<file path="src/rtl/hls_run_sequencer.sv">
`default_nettype none
// ============================================================================
//  Module   : hls_run_sequencer
//  Purpose  : Run controller for a Bambu-generated HLS core. For each of a
//             commanded number of runs it holds the core in reset, issues a
//             one-cycle start pulse, times the run until done_port and emits
//             one result record over a valid/ready port.
//  Ports    : clock, reset           - clock / synchronous active-high reset
//             cmd_start, cmd_runs    - sequence command (sampled in IDLE)
//             busy                   - sequence in progress
//             core_rst, start_port   - core control
//             done_port              - core completion
//             res_valid/res_ready    - result record handshake
//             res_index, res_cycles,
//             res_timeout            - result record fields
//             total_cycles           - saturating sum of res_cycles
//             all_done               - end-of-sequence pulse
//  Options  : HLS_RUN_SEQ_TIMEOUT_EN - enables the per-run watchdog
//             (MAX_CYCLES); when undefined res_timeout is tied low.
//  Revision : 1.0 - initial release
// ============================================================================
module hls_run_sequencer #(
    parameter int CNT_W           = 32,
    parameter int RUN_W           = 16,
    parameter int CORE_RST_CYCLES = 2,
    parameter int MAX_CYCLES      = 200000000
) (
    input  logic             clock,
    input  logic             reset,
    input  logic             cmd_start,
    input  logic [RUN_W-1:0] cmd_runs,
    output logic             busy,
    output logic             core_rst,
    output logic             start_port,
    input  logic             done_port,
    output logic             res_valid,
    input  logic             res_ready,
    output logic [RUN_W-1:0] res_index,
    output logic [CNT_W-1:0] res_cycles,
    output logic             res_timeout,
    output logic [CNT_W-1:0] total_cycles,
    output logic             all_done
);

    localparam logic [2:0] c_ST_IDLE     = 3'd0;
    localparam logic [2:0] c_ST_CORE_RST = 3'd1;
    localparam logic [2:0] c_ST_START    = 3'd2;
    localparam logic [2:0] c_ST_WAIT     = 3'd3;
    localparam logic [2:0] c_ST_REPORT   = 3'd4;

    localparam int                     c_RST_CNT_W = (CORE_RST_CYCLES > 1) ? $clog2(CORE_RST_CYCLES) : 1;
    localparam logic [c_RST_CNT_W-1:0] c_RST_LAST  = c_RST_CNT_W'(CORE_RST_CYCLES - 1);
    localparam logic [CNT_W-1:0]       c_CNT_ALL1  = '1;

    generate
        if (CORE_RST_CYCLES < 1 || MAX_CYCLES < 1) begin : g_bad_params
            $error("hls_run_sequencer: CORE_RST_CYCLES and MAX_CYCLES must be >= 1");
        end
    endgenerate

    logic [2:0]             r_state;
    logic [c_RST_CNT_W-1:0] r_rst_cnt;
    logic [CNT_W-1:0]       r_cnt;
    logic [RUN_W-1:0]       r_runs;
    logic                   r_busy;
    logic                   r_core_rst;
    logic                   r_start_port;
    logic                   r_res_valid;
    logic                   r_res_timeout;
    logic                   r_all_done;
    logic [RUN_W-1:0]       r_res_index;
    logic [CNT_W-1:0]       r_res_cycles;
    logic [CNT_W-1:0]       r_total_cycles;

    logic [2:0]             w_state;
    logic [c_RST_CNT_W-1:0] w_rst_cnt;
    logic [CNT_W-1:0]       w_cnt;
    logic [RUN_W-1:0]       w_runs;
    logic                   w_res_timeout;
    logic                   w_all_done;
    logic [RUN_W-1:0]       w_res_index;
    logic [CNT_W-1:0]       w_res_cycles;
    logic [CNT_W-1:0]       w_total_cycles;
    logic [CNT_W-1:0]       w_cnt_inc;
    logic [CNT_W:0]         w_sum;
    logic [CNT_W-1:0]       w_sum_sat;
    logic                   w_last_run;

    // Latency counter value including the current WAIT cycle, saturating.
    assign w_cnt_inc  = (r_cnt == c_CNT_ALL1) ? r_cnt : r_cnt + CNT_W'(1);
    assign w_sum      = {1'b0, r_total_cycles} + {1'b0, r_res_cycles};
    assign w_sum_sat  = w_sum[CNT_W] ? c_CNT_ALL1 : w_sum[CNT_W-1:0];
    assign w_last_run = (r_res_index == r_runs - RUN_W'(1));

    always_comb begin
        w_state        = r_state;
        w_rst_cnt      = r_rst_cnt;
        w_cnt          = r_cnt;
        w_runs         = r_runs;
        w_res_timeout  = r_res_timeout;
        w_all_done     = 1'b0;
        w_res_index    = r_res_index;
        w_res_cycles   = r_res_cycles;
        w_total_cycles = r_total_cycles;
        case (r_state)
            c_ST_IDLE: begin
                if (cmd_start) begin
                    if (cmd_runs != '0) begin
                        w_state        = c_ST_CORE_RST;
                        w_runs         = cmd_runs;
                        w_res_index    = '0;
                        w_total_cycles = '0;
                        w_rst_cnt      = '0;
                        w_res_timeout  = 1'b0;
                    end else begin
                        w_all_done = 1'b1;
                    end
                end
            end
            c_ST_CORE_RST: begin
                if (r_rst_cnt == c_RST_LAST) begin
                    w_state = c_ST_START;
                end else begin
                    w_rst_cnt = r_rst_cnt + c_RST_CNT_W'(1);
                end
            end
            c_ST_START: begin
                w_cnt = CNT_W'(1);
                if (done_port) begin
                    w_res_cycles = CNT_W'(1);
                    w_state      = c_ST_REPORT;
                end else begin
                    w_state = c_ST_WAIT;
                end
            end
            c_ST_WAIT: begin
                w_cnt = w_cnt_inc;
                if (done_port) begin
                    w_res_cycles = w_cnt_inc;
                    w_state      = c_ST_REPORT;
                end
`ifdef HLS_RUN_SEQ_TIMEOUT_EN
                else if (w_cnt_inc >= CNT_W'(MAX_CYCLES)) begin
                    w_res_cycles  = CNT_W'(MAX_CYCLES);
                    w_res_timeout = 1'b1;
                    w_state       = c_ST_REPORT;
                end
`endif
            end
            c_ST_REPORT: begin
                if (res_ready) begin
                    w_total_cycles = w_sum_sat;
                    w_res_timeout  = 1'b0;
                    // A timed-out core is left in reset and the rest of the
                    // sequence is abandoned.
                    if (w_last_run || r_res_timeout) begin
                        w_state    = c_ST_IDLE;
                        w_all_done = 1'b1;
                    end else begin
                        w_res_index = r_res_index + RUN_W'(1);
                        w_rst_cnt   = '0;
                        w_state     = c_ST_CORE_RST;
                    end
                end
            end
            default: begin
                w_state = c_ST_IDLE;
            end
        endcase
    end

    // Outputs are registered from the next-state decode so they line up with
    // the state they describe without any input-to-output path.
    always_ff @(posedge clock) begin
        if (reset) begin
            r_state        <= c_ST_IDLE;
            r_rst_cnt      <= '0;
            r_cnt          <= '0;
            r_runs         <= '0;
            r_busy         <= 1'b0;
            r_core_rst     <= 1'b0;
            r_start_port   <= 1'b0;
            r_res_valid    <= 1'b0;
            r_res_timeout  <= 1'b0;
            r_all_done     <= 1'b0;
            r_res_index    <= '0;
            r_res_cycles   <= '0;
            r_total_cycles <= '0;
        end else begin
            r_state        <= w_state;
            r_rst_cnt      <= w_rst_cnt;
            r_cnt          <= w_cnt;
            r_runs         <= w_runs;
            r_busy         <= (w_state != c_ST_IDLE);
            r_core_rst     <= (w_state == c_ST_CORE_RST) || ((w_state == c_ST_REPORT) && w_res_timeout);
            r_start_port   <= (w_state == c_ST_START);
            r_res_valid    <= (w_state == c_ST_REPORT);
            r_res_timeout  <= w_res_timeout;
            r_all_done     <= w_all_done;
            r_res_index    <= w_res_index;
            r_res_cycles   <= w_res_cycles;
            r_total_cycles <= w_total_cycles;
        end
    end

    assign busy         = r_busy;
    assign core_rst     = r_core_rst;
    assign start_port   = r_start_port;
    assign res_valid    = r_res_valid;
    assign all_done     = r_all_done;
    assign res_index    = r_res_index;
    assign res_cycles   = r_res_cycles;
    assign total_cycles = r_total_cycles;
`ifdef HLS_RUN_SEQ_TIMEOUT_EN
    assign res_timeout  = r_res_timeout;
`else
    assign res_timeout  = 1'b0;
`endif

endmodule
`default_nettype wire

</file>
<file path="config.mk">
export PLATFORM = sky130hd
export DESIGN_NAME = hls_run_sequencer
export DESIGN_NICKNAME = d
export VERILOG_FILES = /design/src/rtl/hls_run_sequencer.sv
export SDC_FILE = /design/constraint.sdc
export NUM_CORES = 1
export LEC_CHECK = 0
export CAP_MARGIN = 20
export CELL_PAD_IN_SITES_DETAIL_PLACEMENT = 2
export CELL_PAD_IN_SITES_GLOBAL_PLACEMENT = 2
export CORE_UTILIZATION = 29
export DETAILED_ROUTE_END_ITERATION = 6
export PLACE_DENSITY = 0.74
export SYNTH_ARGS = -nofsm -noshare
export SYNTH_HDL_FRONTEND = slang
export SYNTH_SLANG_ARGS = --single-unit
export TNS_END_PERCENT = 5
</file>
<file path="constraint.sdc">
create_clock -name clock -period 2.7 [get_ports clock]
set_input_delay 0.54 -clock clock [delete_from_list [all_inputs] [get_ports clock]]
set_output_delay 0.54 -clock clock [all_outputs]
set_load 0.01 [all_outputs]
</file>
; Yosys cells after proc, flatten, opt, wreduce, memory -nomap -nowiden
; Index checks and enable logic that the tools add are counted.
[op_classes]
bitwise_logic = 0
n_reduce_logical = 14
addsub = 5
n_eq_ne = 15
n_shift = 0
muxes = 38
n_mul = 0
order_cmp = 0
div = 0
[op_table]
columns = op, n
row1 = $mux 32, 7
row2 = $pmux 32 s2, 3
row3 = $mux 16, 4
row4 = $add 32x32->33, 1
row5 = $add 32x1->32 const B, 1
row6 = $eq 32x32->1 const B, 1
row7 = $pmux 16 s2, 1
row8 = $mux 3, 6
row9 = $add 16x1->16 const B, 1
row10 = $eq 16x16->1, 1
row11 = $reduce_bool 16->1, 1
row12 = $sub 16x1->16 const B, 1
row13 = $pmux 3 s5, 1
row14 = $mux 1, 13
row15 = $ne 2x2->1 const B, 6
row16 = $reduce_and 5->1, 2
row17 = $eq 3x2->1 const B, 3
row18 = $eq 3x1->1 const B, 2
row19 = $eq 3x3->1 const B, 2
row20 = $reduce_and 3->1, 2
row21 = $reduce_bool 3->1, 2
row22 = $pmux 1 s2, 2
row23 = $reduce_and 4->1, 1
row24 = $reduce_bool 2->1, 2
row25 = other kinds (5), 6
[word_totals]
mem_bits_rw = 0
n_memories = 0
rom_bits = 0
out_inout_bits = 86
register_bits = 138
latchBits = 0
elab_cells = 85

; Depth between registers and ports, before layout
[depth]
depth_word = 9
ltp_mapped = 13
mapped_depth_nobuf = 12

; Worst setup path before layout
; No wires, ideal clock.
[synth_path]
kind = register -> register
from = reg r_res_cycles[0] (netlist: res_cycles[0])
to = reg r_total_cycles[19] (netlist: total_cycles[19])
arrival_time_ps = 2875
path_stages_with_launch = 14
path_slack_ps = -317
synth_period_minus_slack_ps = 3017
n_path_buf = 1
t_required_ps = 2558
setup_time_ps = 142
path_cell_list = dfxtp_1 -> ha_1 -> inv_1 -> fa_1 -> nand2b_1 -> a21oi_1 -> o41a_1 -> a32o_1 -> a21o_1 -> a31oi_1 -> o21ai_0 -> nor2_1 -> clkbuf_1 -> a311oi_1
[synth_via]
elab_chain_cells = 4
[synth_lines]
columns = item, line
row1 = from (decl), 72  ; logic [CNT_W-1:0] r_res_cycles;
row2 = from (signal assigned), 201  ; r_res_cycles <= w_res_cycles;
row3 = $add 32x32->33, 91  ; assign w_sum = {1'b0, r_total_cycles} + {1'b0, r_res_cycles};
row4 = $mux 32, 92  ; assign w_sum_sat = w_sum[CNT_W] ? c_CNT_ALL1 : w_sum[CNT_W-1:0];
row5 = $mux 32, 151  ; if (res_ready) begin
row6 = $pmux 32 s2, 105  ; case (r_state)
row7 = to (signal assigned), 202  ; r_total_cycles <= w_total_cycles;
row8 = to (decl), 73  ; logic [CNT_W-1:0] r_total_cycles;
; No other way between the ends. The select of a mux whose other input is x is not followed.
; A chain may end at the register's enable or synchronous reset.

; Final worst setup path
[layout_path]
from = reg r_total_cycles[1] (netlist: total_cycles[1])
to = reg r_total_cycles[31] (netlist: total_cycles[31])
[layout_via]
elab_chain_cells = 4
[layout_lines]
columns = item, line
row1 = $add 32x32->33, 91
row2 = $mux 32, 92
row3 = $mux 32, 151
row4 = $pmux 32 s2, 105
; No other way between the ends. The select of a mux whose other input is x is not followed.

==> run summary <==
Reg2Reg Depth = 12
Total gr overflow = 0
Avg Cell Area, Syn = 7.92 um2
Worst slew pin tran = 0.785 ns
Master cell of the clock root buffer = sky130_fd_sc_hd__clkbuf_16
Post-route DRC = 0
Clock tree from TritonCTS = built
Post-layout min period = 3.19 ns
Total negative slack = -11.00 ns
Worst setup path start = total_cycles[1]$_SDFFE_PP0P_
Met2 wirelength from detailed routing = 18,000 um
Synthesis Warnings = 0
Post-synthesis compound-gate area fraction = 0.242
Net count, final = 1,282
Die footprint = 28,000 um2
Final count of hold timing violations = 0
Port Buffers = 105
Slowest CP cell = sky130_fd_sc_hd__a2111oi_2
Adder-cell area share of the yosys netlist = 0.0577
Simple-Gate Fraction of Synth Area = 0.220
Horizontal die dimension = 167 um
Setup repair after global routing missed its margin = yes
Maximum net fanout on the critical path = 3
Top Metal Used = met4
H-tree lvl count = 4
Count of state elements after synthesis = 138
Number of rows created at floorplan = 60
List of most frequent post-synthesis cells = sky130_fd_sc_hd__dfxtp_1, sky130_fd_sc_hd__nand2_1, sky130_fd_sc_hd__a21oi_1, sky130_fd_sc_hd__nor2_1, sky130_fd_sc_hd__clkbuf_1
Longest Clk Path Bufs = 2
Final setup slack of the worst path = -0.488 ns
CTS Hold Bufs = 0
Main combinational cell family by area after synthesis = compound AO/OA/AOI/OAI gates
Hold Path Origin = reset
Number of cells produced by synthesis = 1,002
Category of the most critical setup path = register to register
Post-detail-place hpwl = 24,200 um
IO Pins = 107
1st-pass router iterations = 5
Synth area leader = sky130_fd_sc_hd__dfxtp_1
Via-to-Cell Ratio = 5.60
Largest net degree at the start of global routing = 56
Number of buffers added by the clock tree synthesis step = 17
Antenna-violating nets left = 0
Tcrit/Tclk final = 1.18
Static Leakage = 4.45 nW
Share of cells above drive strength 1 = 0.214
Biggest area contributors in the synthesized netlist = sky130_fd_sc_hd__dfxtp_1, sky130_fd_sc_hd__a21oi_1, sky130_fd_sc_hd__nand2_1, sky130_fd_sc_hd__ha_1, sky130_fd_sc_hd__xor2_1
Area of all placed cells without fillers = 11,400 um2
Y dimension of the die = 167 um
Worst min path class = input port to register
Status = finished, violations left
Met3 WL = 1300 um
Sinks on the clock net = 138
Net count after synthesis = 1,059
Worst hold path cell count = 2
Cells traversed along the worst timing path = inv_1, fa_2, nand2b_4, a21oi_4, o41a_1, a32o_2, a21o_1, a31oi_4, buf_4, o21a_4, and4_1, a2111oi_2
Violations in the final reports = negative setup slack
Instance area at placement = 10,400 um2
Number of unique standard cell types used by synthesis = 67
Final-report setup violation count = 54
Worst IR drop on VDD = 0.000315 V
Max-slew headroom at the worst pin = 0.477
Total via count in the routed design = 8,833
Number of enable flip-flop cells after synthesis = 0
Async set-reset flop share out of synthesis = 0
Overall global routing resource usage = 0.253
Max_cap viols = 0
Antenna diode instance count = 0
Total wirelength of the detailed-routed design = 36,900 um
Required time at the worst-slack endpoint = 3.00 ns
Portion of netlist area occupied by mux cells = 0.00126
Clock insertion delay at the later pin of the skew report = 0.44 ns
Dominant cell by count in the synthesized netlist = sky130_fd_sc_hd__dfxtp_1
Wire length of the first global-routing pass = 54,800 um
Vias in the first global route = 9,416
Top_reg_cell synth = sky130_fd_sc_hd__dfxtp_1
Endpoint of the lowest-slack register-to-register path = total_cycles[31]$_SDFFE_PP0P_
Post-synthesis sequential area ratio = 0.348
Crit path launch type = register
XOR/XNOR Fraction of Synth Area = 0.0938
Number of antenna violations at the first check in global routing = 0
Area Growth Syn to Fin = 44.0%
Met1 Wirelength = 16,600 um
Slack of the worst reg-to-reg path = -0.49 ns
Crit-path max cell delay = 0.45 ns
Post-Syn Area = 7930 um2
Hold path endpoint = r_cnt[24]$_SDFFE_PP0P_
Worst flop-to-flop path startpoint = total_cycles[1]$_SDFFE_PP0P_
Starting density of the core = 0.295
Clock Skew = 0.0132 ns
Post-route total power = 0.00502 W
Number of violations reported at the end of detailed-routing iteration 0 = 500
Power per unit of standard cell area = 439 nW/um2
Peak clock frequency supported by timing = 314 MHz
Max-slew violation total from the final report = 0
Clock Pin Slew Worst Setup and Hold Paths = 0.06 ns
Routability congestion estimate from global placement = 0.830
Routed wirelength normalized by instance count = 23.4 um
Core box area = 26,900 um2
Arrival time of the worst setup path = 3.49 ns
Category of the worst setup path capture point = register
Fraction of synthesized cell area taken by the top area cell type = 0.348
## worst max path at each step
stage / slack (ns) / endpoint
global placement: -0.27 / total_cycles[19]$_SDFFE_PP0P_
finish: -0.49 / total_cycles[31]$_SDFFE_PP0P_
CTS: -0.33 / all_done$_SDFF_PP0_
detailed placement: -0.38 / res_index[14]$_SDFFE_PP0P_
floorplan: -0.02 / total_cycles[19]$_SDFFE_PP0P_
global route: -0.49 / total_cycles[31]$_SDFFE_PP0P_
## final cells by class
| type | count | area (um2) |
|---|---|---|
| Clock buffer | 18 | 439 |
| Clock inverter | 12 | 128 |
| Multi-Input combinational cell | 790 | 5260 |
| Inverter | 12 | 45.0 |
| Sequential cell | 138 | 2780 |
| Tap cell | 341 | 427 |
| Timing Repair Buffer | 266 | 2350 |
| Fill cell | 3010 | 15500 |
## logic make-up after synthesis
group	after synthesis
simple gates	364
other cells	1
buf+inv	74
mux	1
compound gates	303
xor+xnor	85
flops	138
fa+ha+maj	36
## cell usage in the layout (no fill, tap or decap), drive strengths merged, types with 18 or more instances in the layout
| master | n |
|---|---|
| nand3 | 31 |
| a211oi | 24 |
| buf | 161 |
| nor2 | 83 |
| nand2 | 120 |
| clkdlybuf4s50 | 104 |
| xor2 | 44 |
| o21ai | 60 |
| a21oi | 110 |
| ha | 35 |
| clkbuf | 18 |
| dfxtp | 138 |
| nand4 | 20 |
| nor3 | 24 |
| a21o | 21 |
| and3 | 21 |
| xnor2 | 41 |
## critical path, delay by kind of cell (launching register included)
kind / cells / cell delay (ns)
simple gates: 2 / 0.37
flops: 1 / 0.43
compound gates: 7 / 1.55
buf+inv: 2 / 0.29
fa+ha+maj: 1 / 0.41
## timing repair
action                     4_1_cts  5_1_grt
setup endpoints to repair       74       80
gates cloned                     1        0
pin swaps                       12        8
resized for setup               32       41
buffers inserted                 2        1
## metrics by stage
stage,setup WS [ns],hold slack [ns],utilization,std cells
floorplan,-0.0244,0.450,-,1002
CTS,-0.327,0.415,0.417,1576
global placement,-0.274,0.467,0.388,1543
finish,-0.488,0.420,0.425,1577
global route,-0.494,0.429,0.425,1577
detailed placement,-0.380,0.481,0.388,1543
## metal layers
metal,up-vias,global-route usage
met5,-,0
met4,0,0.0826
met3,68,0.0336
met2,199,0.433
met1,4512,0.328
li1,4054,-
## flip-flops by register name, indices dropped and copies added (netlist names), 3 cells and up
signal        count
r_runs           16
res_index        16
total_cycles     32
res_cycles       32
r_cnt            32
r_state           3
## report_power, final
| group | internal (W) | switching (W) |
|---|---|---|
| combinational | 0.000235 | 0.000338 |
| sequential | 0.00206 | 0.0000258 |
| clock | 0.00137 | 0.000993 |
| total | 0.00366 | 0.00136 |
Note: power is estimated with default switching activity, not from simulation.
